$ cat src/rtl/icache_refill.sv
// Instruction-cache miss handler: detects fetch misses, refills the line over an
// AXI4 INCR read burst, owns the per-set LRU bits and serves uncached fetches.
module icache_refill #(
    parameter int         AXI_DW = 32,
    parameter int         LINE_W = 64,
    parameter logic [3:0] AXI_ID = 4'd0
) (
    input  logic              clk,
    input  logic              rst,
    input  logic              req_valid,
    input  logic [63:0]       req_addr,
    input  logic              req_cache,
    input  logic [1:0]        hit,
    input  logic              flush,
    output logic              stall_req,
    output logic              refresh,
    output logic [LINE_W-1:0] cacheline_new,
    output logic              lru,
    output logic              uc_valid,
    output logic [LINE_W-1:0] uc_rdata,
    output logic              bus_err,
    output logic              arvalid,
    input  logic              arready,
    output logic [63:0]       araddr,
    output logic [7:0]        arlen,
    output logic [2:0]        arsize,
    output logic [1:0]        arburst,
    output logic [3:0]        arid,
    input  logic              rvalid,
    output logic              rready,
    input  logic [AXI_DW-1:0] rdata,
    input  logic [1:0]        rresp,
    input  logic              rlast
);

    localparam int BEATS = LINE_W / AXI_DW;
    localparam int BCW   = $clog2(BEATS + 1);
    localparam logic [BCW-1:0] BEATS_C = BCW'(BEATS);

    typedef enum logic [1:0] {
        S_IDLE = 2'd0,
        S_AR   = 2'd1,
        S_R    = 2'd2,
        S_FILL = 2'd3
    } state_t;

    state_t            state_q, state_d;
    logic [63:0]       addr_q, addr_d;
    logic              cached_q, cached_d;
    logic              victim_q, victim_d;
    logic              flushed_q, flushed_d;
    logic              err_q, err_d;
    logic [BCW-1:0]    beat_q, beat_d;
    logic [LINE_W-1:0] line_q, line_d;
    logic [63:0]       lru_q, lru_d;

    logic [5:0] req_idx;
    logic [5:0] fill_idx;
    logic       miss;
    logic       unused_addr_bits;

    assign req_idx          = req_addr[8:3];
    assign fill_idx         = addr_q[8:3];
    assign miss             = req_valid & (~req_cache | (hit == 2'b00));
    assign unused_addr_bits = ^req_addr[2:0];

    assign araddr        = addr_q;
    assign cacheline_new = line_q;
    assign uc_rdata      = line_q;

    always_comb begin
        state_d   = state_q;
        addr_d    = addr_q;
        cached_d  = cached_q;
        victim_d  = victim_q;
        flushed_d = flushed_q;
        err_d     = err_q;
        beat_d    = beat_q;
        line_d    = line_q;
        lru_d     = lru_q;

        stall_req = 1'b0;
        refresh   = 1'b0;
        uc_valid  = 1'b0;
        bus_err   = 1'b0;
        arvalid   = 1'b0;
        rready    = 1'b0;
        lru       = victim_q;
        arlen     = 8'd0;
        arsize    = 3'd0;
        arburst   = 2'd0;
        arid      = 4'd0;

        case (state_q)
            S_IDLE: begin
                stall_req = miss;
                lru       = lru_q[req_idx];
                // Only a genuine cached hit touches LRU; the victim is the other way.
                if (req_valid && req_cache && hit == 2'b01) begin
                    lru_d[req_idx] = 1'b1;
                end else if (req_valid && req_cache && hit == 2'b10) begin
                    lru_d[req_idx] = 1'b0;
                end
                if (miss) begin
                    state_d   = S_AR;
                    addr_d    = {req_addr[63:3], 3'b000};
                    cached_d  = req_cache;
                    victim_d  = lru_q[req_idx];
                    flushed_d = 1'b0;
                    err_d     = 1'b0;
                    beat_d    = '0;
                    line_d    = '0;
                end
            end
            S_AR: begin
                stall_req = 1'b1;
                arvalid   = 1'b1;
                arlen     = 8'(BEATS - 1);
                arsize    = 3'($clog2(AXI_DW / 8));
                arburst   = 2'b01;
                arid      = AXI_ID;
                if (flush) flushed_d = 1'b1;
                if (arready) state_d = S_R;
            end
            S_R: begin
                stall_req = 1'b1;
                rready    = 1'b1;
                if (flush) flushed_d = 1'b1;
                if (rvalid) begin
                    if (rresp != 2'b00) err_d = 1'b1;
                    // Beats beyond the line size are accepted but dropped.
                    if (beat_q < BEATS_C) begin
                        for (int k = 0; k < BEATS; k++) begin
                            if (beat_q == BCW'(k)) line_d[k*AXI_DW +: AXI_DW] = rdata;
                        end
                        beat_d = beat_q + BCW'(1);
                    end
                    if (rlast) state_d = S_FILL;
                end
            end
            S_FILL: begin
                stall_req = 1'b1;
                state_d   = S_IDLE;
                if (flush) flushed_d = 1'b1;
                if (err_q) begin
                    bus_err = 1'b1;
                end else if (!flushed_q && cached_q) begin
                    refresh          = 1'b1;
                    lru_d[fill_idx]  = ~victim_q;
                end else if (!flushed_q) begin
                    uc_valid = 1'b1;
                end
            end
            default: begin
                state_d = S_IDLE;
            end
        endcase
    end

    always_ff @(posedge clk or negedge rst) begin
        if (!rst) begin
            state_q   <= S_IDLE;
            addr_q    <= '0;
            cached_q  <= 1'b0;
            victim_q  <= 1'b0;
            flushed_q <= 1'b0;
            err_q     <= 1'b0;
            beat_q    <= '0;
            line_q    <= '0;
            lru_q     <= '0;
        end else begin
            state_q   <= state_d;
            addr_q    <= addr_d;
            cached_q  <= cached_d;
            victim_q  <= victim_d;
            flushed_q <= flushed_d;
            err_q     <= err_d;
            beat_q    <= beat_d;
            line_q    <= line_d;
            lru_q     <= lru_d;
        end
    end

endmodule

$ cat config.mk
export PLATFORM = sky130hd
export DESIGN_NAME = icache_refill
export DESIGN_NICKNAME = d
export VERILOG_FILES = /design/src/rtl/icache_refill.sv
export SDC_FILE = /design/constraint.sdc
export NUM_CORES = 1
export LEC_CHECK = 0
export CAP_MARGIN = 10
export CORE_ASPECT_RATIO = 0.5
export CORE_MARGIN = 2
export CORE_UTILIZATION = 43
export DETAILED_ROUTE_END_ITERATION = 10
export GPL_TIMING_DRIVEN = 0
export PLACE_DENSITY_LB_ADDON = 0.15
export SLEW_MARGIN = 20
export SYNTH_ARGS = -nofsm -noshare
export SYNTH_HDL_FRONTEND = slang
export SYNTH_SLANG_ARGS = --single-unit
export TNS_END_PERCENT = 100
$ cat constraint.sdc
create_clock -name clk -period 2 [get_ports clk]
set_input_delay 0.2 -clock clk [delete_from_list [all_inputs] [get_ports clk]]
set_output_delay 0.2 -clock clk [all_outputs]
set_load 0.01 [all_outputs]
# --- Word level (Yosys, flattened, before mapping) ---
# Cells that the tools add are included.
op_classes:
  n_reduce_logical: 22
  n_bitwise: 7
  add_sub_neg: 1
  mux: 49
  eq_ne: 18
  order_cmp: 5
ops:
  columns: ["operator", "n"]
  rows:
  - ["$mux 64", 7]
  - ["$pmux 64 s2", 2]
  - ["$and 64x64->64", 1]
  - ["$bwmux 64", 1]
  - ["$mux 32", 2]
  - ["$not 64->64", 1]
  - ["$or 64x64->64", 1]
  - ["$mux 1", 21]
  - ["$ne 2x2->1 const B", 10]
  - ["$mux 2", 8]
  - ["$reduce_and 4->1", 4]
  - ["$lt 6x7->1 const B", 2]
  - ["$demux 1 s6", 2]
  - ["$ge 6x1->1 const B", 2]
  - ["$reduce_and 5->1", 2]
  - ["$pmux 2 s4", 1]
  - ["$bmux 1 s6", 1]
  - ["$eq 2x1->1 const B", 3]
  - ["$eq 2x2->1 const B", 3]
  - ["$logic_and 1x1->1", 6]
  - ["$logic_not 2->1", 3]
  - ["$pmux 1 s2", 3]
  - ["$reduce_bool 2->1", 3]
  - ["$pmux 2 s2", 1]
  - ["10 further kinds", 12]
word_totals:
  regBits: 197

# --- Longest topological paths before layout ---
# Gate-level depths: netlist (run 1).
logic_depth:
  word_depth: 9
  ltp_mapped: 10

# --- Least setup slack after synthesis (run 1) ---
# Ideal clock, no wire load.
synth_timing:
  path_type: "register to register"
  startpoint: "register state_q[0]"
  endpoint: "register with a tool-made name"
  path_slack_ns: -0.071
  path_stages_with_launch: 8
  t_arrival_ns: 1.944
  period_less_slack_ns: 2.071
  n_path_buf: 2
  required_time_ns: 1.872
  path_cell_list: "dfrtp_1 ha_1 buf_2 and4bb_1 o21ai_2 clkbuf_1 nor2_1 mux2_1"
synth_rtl:
  columns: ["element", "line_no", "rtl"]
  rows:
  - ["start, declared", "47", "state_t state_q, state_d;"]
  - ["start signal, assigned", "172", "state_q <= state_d;"]

==> results_dict.tcl, run 1 <==
set metrics [dict create \
    clk_latency_ps 470 \
    status "finished, violations left" \
    syn_avg_cell_area_um2 9.77 \
    synth_edf_count 0 \
    cp-start-kind "flop" \
    hp-class "in -> reg" \
    synth_top_flop_cell "dfrtp_1" \
    fmax_ghz 0.352 \
    routedWlPerCell_um 24.7 \
    cp_num_buf_inv 1 \
    hold_slack_ps 148 \
    peakVddDrop_mv 0.803 \
    synth_mux_area_frac 0.143 \
    arrival_ps 2640 \
    place.port_buffers 300 \
    grt_pass1_wl_um 65200 \
    start_util 0.441 \
    min-delay-start "req_addr[8]" \
    max_stage_delay_ps 500 \
    setup_violations 66 \
    whs_path_depth 2 \
    grt_start_max_net_pins 80 \
    fin_util 0.753 \
    layout_common_cells "clkdlybuf4s50_1 (286), dfrtp_1 (194), buf_4 (128)" \
    cts_tree "done" \
    n_antenna_cell 0 \
    clkSinkCount 197 \
    syn_inst 1091 \
    cp_slowest_cell "mux4_2" \
    synth-simple-area-share 0.142 \
    antenna_left 0 \
    die_h_um 115 \
    rr_startpoint "state_q[1]" \
    cp_max_fo 2 \
    root_buffer "clkbuf_16" \
    drive_gt1_frac 0.436 \
    fin_ws_ps -837 \
    mostFrequentLayoutCell "clkdlybuf4s50_1" \
    period_minus_slack_ps 2840 \
    crit_type "reg -> out" \
    ys.warnings.count 0 \
    nets 1614 \
    powerDensity_nw_per_um2 1320 \
    seq_area_frac_synth 0.462 \
    grt_pass1_vias 10800 \
    worst_slew_pin_slew_ps 949 \
    ys_seq_elements 197 \
    clk_pin_slew_ps 80 \
    crit_family "multiplexers" \
    core_um2 24200 \
    finClkSkew_ps 11.8 \
    power_leakage_nw 7.33 \
    areaGrowthSynthToFinish_pct 70.7 \
    synthXorXnorAreaFrac 0.000821 \
    drv_slew 0 \
    rr_worst_depth 9 \
    rows 40 \
    nFillCells 1548 \
    ys_types 57 \
    drc 0 \
    rsz0062_at_grt "true" \
    failed_checks "setup timing" \
    synth_compound_area_frac 0.146 \
    maxCapViolCount 0 \
    grt_util_all_layers 0.335 \
    async_flop_share 1.00 \
    synth_top_family_by_area "compound AO/OA/AOI/OAI gates" \
    hold_end "araddr[8]" \
    endpoint_kind "primary output" \
    synthAdderAreaFrac 0.00704 \
    dieArea_um2 26100 \
    hpwl_um 28500 \
    hold_viol_final 0 \
    synth_area_um2 10700 \
    period_share 1.42 \
    place.gp.congestion 1.02 \
    reg2reg_slack_ps -220 \
    vias 11100 \
    cp.required_ps 1800 \
    first_pass_iters 6 \
    grt_antenna_before_repair 0 \
    fin_tns_setup_ps -8020 \
    htree_levels 4 \
    fp.dieW_um 227 \
    drt_iter0_drc 1328 \
    cts_buffers 17 \
    overflow 0 \
    relSlewSlack 0.366 \
    ioPinCount 324 \
    totalWireLength_um 45800 \
    routed_via_density 5.98 \
    clockBufferDepth 2 \
    cp_cell_sequence "mux4_2 -> mux2i_1 -> o22a_1 -> nand4_1 -> mux2_4 -> buf_6" \
]
[metal layers]
metal / GRT usage / part of all wire
met1: 0.421 / 0.38
met2: 0.530 / 0.46
met3: 0.116 / 0.12
met4: 0.142 / 0.044
met5: 0 / 0
[through the flow]
stage / cells / area (µm²) / power, mW / setup WS [ps]
floorplan: 1107 / 10700 / 10.7 / -71.1
global placement: 1743 / 14100 / 15.4 / -7460
detailed placement: 1745 / 14200 / 15.6 / -1500
CTS: 1831 / 17200 / 22.6 / -818
global route: 1849 / 18200 / 24.8 / -850
finish: 1849 / 18200 / 24.0 / -837
[where the power goes]
group	leakage [nW]	internal (mW)	switching, mW	total (mW)
clock	0.303	2.02	1.77	3.79
combinational	4.46	7.19	6.77	14.0
sequential	2.57	5.18	1.02	6.20
[worst reg2reg max path, stage by stage, from the launching register on]
cell and delay, ps:
dfrtp_1 410, buf_6 140, ha_4 190, buf_6 130, nor4b_4 270, buf_6 180, buf_6 110, nand3_4 240
o22ai_1 310, mux2_4 190
[kinds of logic (layout without fill, tap and decap cells)]
logic type      Yosys count  after routing
xor+xnor                  1              1
fa+ha+maj                 6              6
mux                     133            133
other cells               1             17
compound gates          246            246
flops                   197            197
buf+inv                 185            590
simple gates            322            323
[what timing repair did]
item	4_1_cts	5_1_grt
pin swaps	96	47
endpoints found under the hold margin	78	0
setup buffers	50	25
resized for setup	442	213
gates cloned	13	3
hold buffers	1	0
setup endpoints to repair	203	184
[cell usage after synthesis (5+ instances only)]
cell type,count,area share
o221ai_1,14,0.011
mux2_2,94,0.099
nand2b_1,5,0.0029
ha_1,6,0.0070
a21oi_1,8,0.0038
a31oi_1,65,0.038
nor2_1,74,0.026
nand2_1,121,0.043
o22ai_1,51,0.030
o21ai_0,65,0.031
nand3_1,9,0.0042
nor3_1,68,0.032
buf_1,9,0.0032
clkbuf_1,58,0.020
a22o_1,5,0.0041
a221oi_1,7,0.0057
nor2b_1,8,0.0047
mux2i_1,12,0.011
dfrtp_1,197,0.46
inv_1,8,0.0028
nand3b_1,6,0.0042
buf_4,86,0.061
buf_2,23,0.011
o21a_1,15,0.011
mux2_1,23,0.024
[layout make-up]
type / instances / area, µm² / area share
buffer: 161 / 1420 / 0.0782
clock buffer: 19 / 433 / 0.0238
clock inverter: 13 / 181 / 0.00997
inverter: 8 / 36.3 / 0.00199
multi-input combinational: 726 / 6670 / 0.367
sequential: 197 / 4930 / 0.271
tap: 336 / 420 / 0.0231
timing repair buffer: 389 / 4100 / 0.225
[how the worst max path moves through the flow]
stage | endpoint | slack (ps) | depth (start not counted)
finish | lru | -840 | 6
global route | lru | -850 | 7
CTS | lru | -820 | 7
detailed placement | lru | -1500 | 9
global placement | asynchronous set/reset pin | -7460 | 1
floorplan | flop | -70 | 7
Power figures use the tool's default switching activity.
==> inputs of run 2 (changes only) <==
--- a/config.mk
+++ b/config.mk
@@ -11,7 +11,7 @@
 export CORE_UTILIZATION = 43
 export DETAILED_ROUTE_END_ITERATION = 10
 export GPL_TIMING_DRIVEN = 0
-export PLACE_DENSITY_LB_ADDON = 0.15
+export PLACE_DENSITY = 0.8
 export SLEW_MARGIN = 20
 export SYNTH_ARGS = -nofsm -noshare
 export SYNTH_HDL_FRONTEND = slang
==> run 2 against run 1 <==
Against the previous run: utilization decreased by 0.64 points; global-route usage decreased by 2.5 points; final cell count rose by 0.76%; clock power is essentially flat; sequential power rose by 1%; the flow still finishes with violations (setup timing); first-iteration DRC count increased by 4.7%; non-clock buffer count rose by 14; via count is 2.5% higher.
==> results_dict.tcl, run 2 (synthesis results as in run 1) <==
set metrics [dict create \
    hpwl_um 28400 \
    swShare 0.404 \
    cp-start-kind "flop" \
    rsz0062_at_grt "true" \
    overflow 0 \
    status "finished, violations left" \
    antenna_left 0 \
    mostFrequentLayoutCell "clkdlybuf4s50_1" \
    dieArea_um2 26100 \
    htree_levels 4 \
    hold_viol_final 0 \
    fin_ws_ps -998 \
    root_buffer "clkbuf_16" \
    clk_pin_slew_ps 80 \
    setup_violations 100 \
    place.gp.congestion 1.04 \
    areaGrowthSynthToFinish_pct 69.2 \
    finClkSkew_ps 8.78 \
    vias 11300 \
    drc 0 \
    die_h_um 115 \
    cts_tree "done" \
    grt_util_all_layers 0.310 \
    clk_latency_ps 460 \
    nets 1628 \
    reg2reg_slack_ps -370 \
    fin_tns_setup_ps -17420 \
    place.port_buffers 300 \
    start_util 0.441 \
    period_share 1.50 \
    grt_start_max_net_pins 76 \
    top_layer_used "met4" \
    fp.dieW_um 227 \
    power.switching_mw 9.94 \
    grt_antenna_before_repair 0 \
    routedWlPerCell_um 25.4 \
    cp_slowest_cell "dfrtp_1" \
    cp_max_fo 2 \
    totalWireLength_um 47400 \
    power.internal_mw 14.7 \
    powerDensity_nw_per_um2 1360 \
    relSlewSlack 0.155 \
    sequentialPowerShare 0.255 \
    total_power_mw 24.6 \
    cp_cell_sequence "mux2_2 -> a221oi_1 -> a31oi_1 -> o21bai_1 -> nand4_1 -> mux2_4 -> buf_6" \
    hp-class "in -> reg" \
    clkPwrFrac 0.155 \
    failed_checks "setup timing" \
    clockBufferDepth 2 \
    cts_buffers 17 \
    fmax_ghz 0.334 \
    crit_type "reg -> out" \
    core_um2 24200 \
    grt_pass1_vias 10100 \
    drv_slew 0 \
    met2_length_um 21900 \
    routed_via_density 6.09 \
    rows 40 \
    pre_cts_slack_ps -1580 \
    grt_pass1_wl_um 60400 \
    hold_slack_ps 131 \
    max_stage_delay_ps 430 \
    period_minus_slack_ps 3000 \
    maxCapViolCount 0 \
    clkSinkCount 197 \
    endpoint_kind "primary output" \
    power_frac_comb 0.590 \
    worst_slew_pin_slew_ps 1270 \
    power_leakage_nw 7.38 \
    n_antenna_cell 0 \
    ioPinCount 324 \
    cp.required_ps 1800 \
    layout_common_cells "clkdlybuf4s50_1 (286), dfrtp_1 (195), buf_4 (146)" \
    met1_length_um 17700 \
    peakVddDrop_mv 0.800 \
    arrival_ps 2800 \
    wl_met3_um 5350 \
    drive_gt1_frac 0.418 \
    drt_iter0_drc 1391 \
    first_pass_iters 8 \
]
==> run 2: changes by cell type in the layout (fill, tap and decap cells not counted), moves of 15 or more <==
cell	change
nand2_2	+19
nor3_2	-15
o22ai_2	-26
nor3_1	+16
o21ai_0	-23
buf_4	+18
o22ai_1	+27
==> run 2: repair_timing <==
| item | in CTS | in global routing |
|---|---|---|
| resized for setup | 113 | 535 |
| endpoints found under the hold margin | 60 | 0 |
| pin swaps | 6 | 88 |
| hold buffers | 1 | 0 |
| endpoints found under the setup margin | 205 | 189 |
| buffers inserted | 14 | 70 |
| cloned | 2 | 14 |
==> run 2: layout make-up <==
cell class / instances / area, µm²
multi-input cells: 726 / 6380
flip-flops and latches: 197 / 4930
repair buffers: 402 / 4260
fillers: 1553 / 6130
well taps: 336 / 420
clock inverters: 14 / 196
clock buffers: 18 / 439
inverters: 8 / 35.0
plain buffers: 162 / 1380
==> run 2: power by group through the flow <==
| stage | combinational (mW) | clock, mW | sequential, mW |
|---|---|---|---|
| final | 14.5 | 3.81 | 6.29 |
| after global routing | 15.0 | 3.97 | 6.41 |
| after CTS | 10.0 | 3.79 | 6.07 |
| after detailed placement | 9.57 | 0 | 6.12 |
| after global placement | 9.35 | 0 | 6.06 |
| after floorplan | 4.32 | 0 | 6.36 |
==> run 2: metrics by stage <==
stage | cells | cell area (µm²) | utilization
6_report | 1863 | 18000 | 0.746
3_5_place_dp | 1745 | 14200 | 0.588
4_1_cts | 1787 | 15300 | 0.634
2_1_floorplan | 1107 | 10700 | -
3_3_place_gp | 1743 | 14100 | 0.585
5_1_grt | 1863 | 18000 | 0.746
==> run 2: worst paths after layout <==
path	depth (start not counted)	end	start
setup / recovery	7	lru	flop
hold / removal	2	araddr[8]	req_addr[8]
setup reg to reg	13	flop	state_q[0]
hold reg to reg	1	flop	flop
max in group asynchronous	4	cacheline_new[61]	rst
min in group asynchronous	2	asynchronous set/reset pin	rst
==> run 2: critical path, delay by kind of cell (launching register included) <==
kind / cells / cell delay, ps
compound gates: 3 / 780
flops: 1 / 430
mux: 2 / 680
buf+inv: 1 / 130
simple gates: 1 / 320
==> run 2: metal layers <==
metal / vias up / global-route usage
met4: 0 / 0.125
met2: 780 / 0.497
li1: 4689 / -
met1: 5611 / 0.404
met3: 263 / 0.0810
met5: - / 0
==> inputs of run 3 (changes only) <==
--- a/config.mk
+++ b/config.mk
@@ -8,10 +8,10 @@
 export CAP_MARGIN = 10
 export CORE_ASPECT_RATIO = 0.5
 export CORE_MARGIN = 2
-export CORE_UTILIZATION = 43
+export CORE_UTILIZATION = 48
 export DETAILED_ROUTE_END_ITERATION = 10
 export GPL_TIMING_DRIVEN = 0
-export PLACE_DENSITY = 0.8
+export PLACE_DENSITY = 0.85
 export SLEW_MARGIN = 20
 export SYNTH_ARGS = -nofsm -noshare
 export SYNTH_HDL_FRONTEND = slang
==> constraint.sdc (replaced) <==
create_clock -name clk -period 2.9 [get_ports clk]
set_input_delay 0.29 -clock clk [delete_from_list [all_inputs] [get_ports clk]]
set_output_delay 0.29 -clock clk [all_outputs]
set_load 0.01 [all_outputs]
==> run 3 against run 2 <==
Against the previous run: the flow still finishes with violations (setup timing); critical path depth shrank 1; utilization shrank 5.6 points; die area shrank 10%; clock-buffer cell count is the same; critical path type is now reg -> reg.
==> results_dict.tcl, run 3 (synthesis results as in run 1) <==
set metrics [dict create \
    status "finished, violations left" \
    failed_checks "setup timing" \
    clk_pin_slew_ps 80 \
    dp.cells 1708 \
    period_share 1.04 \
    drc 0 \
    crit_top_cell "nand2_1" \
    place.gp.congestion 1.00 \
    vias 10500 \
    start_util 0.491 \
    areaGrowthSynthToFinish_pct 40.7 \
    endpoint_kind "flop" \
    fin_cells 1752 \
    htree_levels 4 \
    hold_slack_ps 236 \
    drt_iter0_drc 1198 \
    drive_gt1_frac 0.197 \
    grtUsageMet2 0.568 \
    ioPinCount 324 \
    use_met1 0.461 \
    maxCapViolCount 0 \
    place.port_buffers 300 \
    fin_util 0.691 \
    grt_pass1_vias 10500 \
    fin_tns_setup_ps -388 \
    first_pass_iters 8 \
    cp.required_ps 3300 \
    power_leakage_nw 6.25 \
    mostFrequentLayoutCell "clkdlybuf4s50_1" \
    die_h_um 109 \
    core_um2 21700 \
    arrival_ps 3410 \
    grt_antenna_before_repair 0 \
    crit_family "simple AND/OR/NAND/NOR gates" \
    busiest_layer "met2" \
    hold_viol_final 0 \
    cts_buffers 17 \
    hp-class "in -> reg" \
    fin_ws_ps -110 \
    period_minus_slack_ps 3010 \
    peakVddDrop_mv 0.530 \
    layout_common_cells "clkdlybuf4s50_1 (294), dfrtp_1 (197), nand2_1 (120)" \
    cts_tree "done" \
    fmax_ghz 0.332 \
    grt_start_max_net_pins 105 \
    relSlewSlack 0.260 \
    clockBufferDepth 2 \
    cp-start-kind "flop" \
    cp_max_fo 9 \
    hpwl_um 29400 \
    routed_via_density 5.98 \
    powerDensity_nw_per_um2 899 \
    nFillCells 1699 \
    finClkSkew_ps 9.58 \
    rsz0062_at_grt "false" \
    antenna_left 0 \
    n_antenna_cell 0 \
    root_buffer "clkbuf_16" \
    worst_slew_pin_slew_ps 1110 \
    routedWlPerCell_um 24.0 \
    clk_latency_ps 460 \
    overflow 0 \
    use_met3 0.109 \
    drv_slew 0 \
    cp_num_buf_inv 1 \
    totalWireLength_um 42100 \
    grt_util_all_layers 0.358 \
    setup_violations 7 \
    grt_pass1_wl_um 62500 \
    max_stage_delay_ps 850 \
    cp_slowest_cell "nor2_1" \
    rows 38 \
    cp_cell_sequence "clkbuf_1 -> nand2_1 -> nor2_1 -> nand2_1 -> o221ai_1 -> o21a_1" \
    crit_type "reg -> reg" \
    dieArea_um2 23500 \
    fp.dieW_um 215 \
    clkSinkCount 197 \
    nets 1553 \
]
==> run 3: cell count changes in the layout (fill, tap and decap cells not counted), moves of 29 or more <==
cell,delta
clkbuf_1,+41
mux2_4,-39
nand2_1,+29
nor2_4,-37
nor3_1,+37
buf_4,-49
nor2_1,+50
o21ai_0,+32
==> run 3: what timing repair did <==
item	CTS	global route
hold buffers	1	0
cloned	2	0
pin swaps	4	1
hold endpoints to repair	93	0
gates resized for setup	44	7
buffers inserted	9	1
endpoints found under the setup margin	3	38
==> run 3: routing by layer <==
layer	wire (µm)	up-vias	part of all wire
li1	-	4521	-
met1	16900	5129	0.40
met2	19000	692	0.45
met3	4740	132	0.11
met4	1430	0	0.034
met5	0	-	0
==> run 3: per-stage QoR <==
| step | total power, mW | instance area (µm²) | worst slack [ps] |
|---|---|---|---|
| 2_1_floorplan | 7.37 | 10700 | 820 |
| 3_3_place_gp | 10.7 | 14100 | -6500 |
| 3_5_place_dp | 10.9 | 14100 | -725 |
| 4_1_cts | 13.4 | 15000 | 6.31 |
| 5_1_grt | 14.1 | 15000 | 2.08 |
| 6_report | 13.5 | 15000 | -110 |
==> run 3: layout make-up <==
type / count / area (µm²) / area share
clock buffers: 18 / 439 / 0.0293
well taps: 300 / 375 / 0.0250
multi-input cells: 725 / 4830 / 0.322
repair buffers: 314 / 3150 / 0.210
flip-flops and latches: 197 / 4930 / 0.329
clock inverters: 14 / 160 / 0.0107
inverters: 8 / 33.8 / 0.00225
plain buffers: 176 / 1080 / 0.0722
==> run 3: worst paths after layout <==
kind,startpoint,endpoint,slack [ps],cells past startpoint
worst max-delay path,araddr[3],flop,-110,6
worst min-delay path,req_addr[8],araddr[8],240,2
worst max register to register,araddr[3],flop,-110,6
worst min register to register,flop,flop,490,1
max in group asynchronous,rst,cacheline_new[2],1490,3
min in group asynchronous,rst,araddr[18],460,2
==> run 3: where the power goes <==
part / internal [mW] / leakage [nW] / switching (mW)
sequential: 3.57 / 2.57 / 0.644
clock: 1.25 / 0.289 / 1.19
combinational: 3.19 / 3.39 / 3.65
total: 8.01 / 6.25 / 5.48
==> run 3: worst reg2reg max path, cell delays in order, from the launching register on <==
cell and delay (ps):
dfrtp_1 370, clkbuf_1 410, nand2_1 110, nor2_1 850, nand2_1 650, o221ai_1 400
o21a_1 160
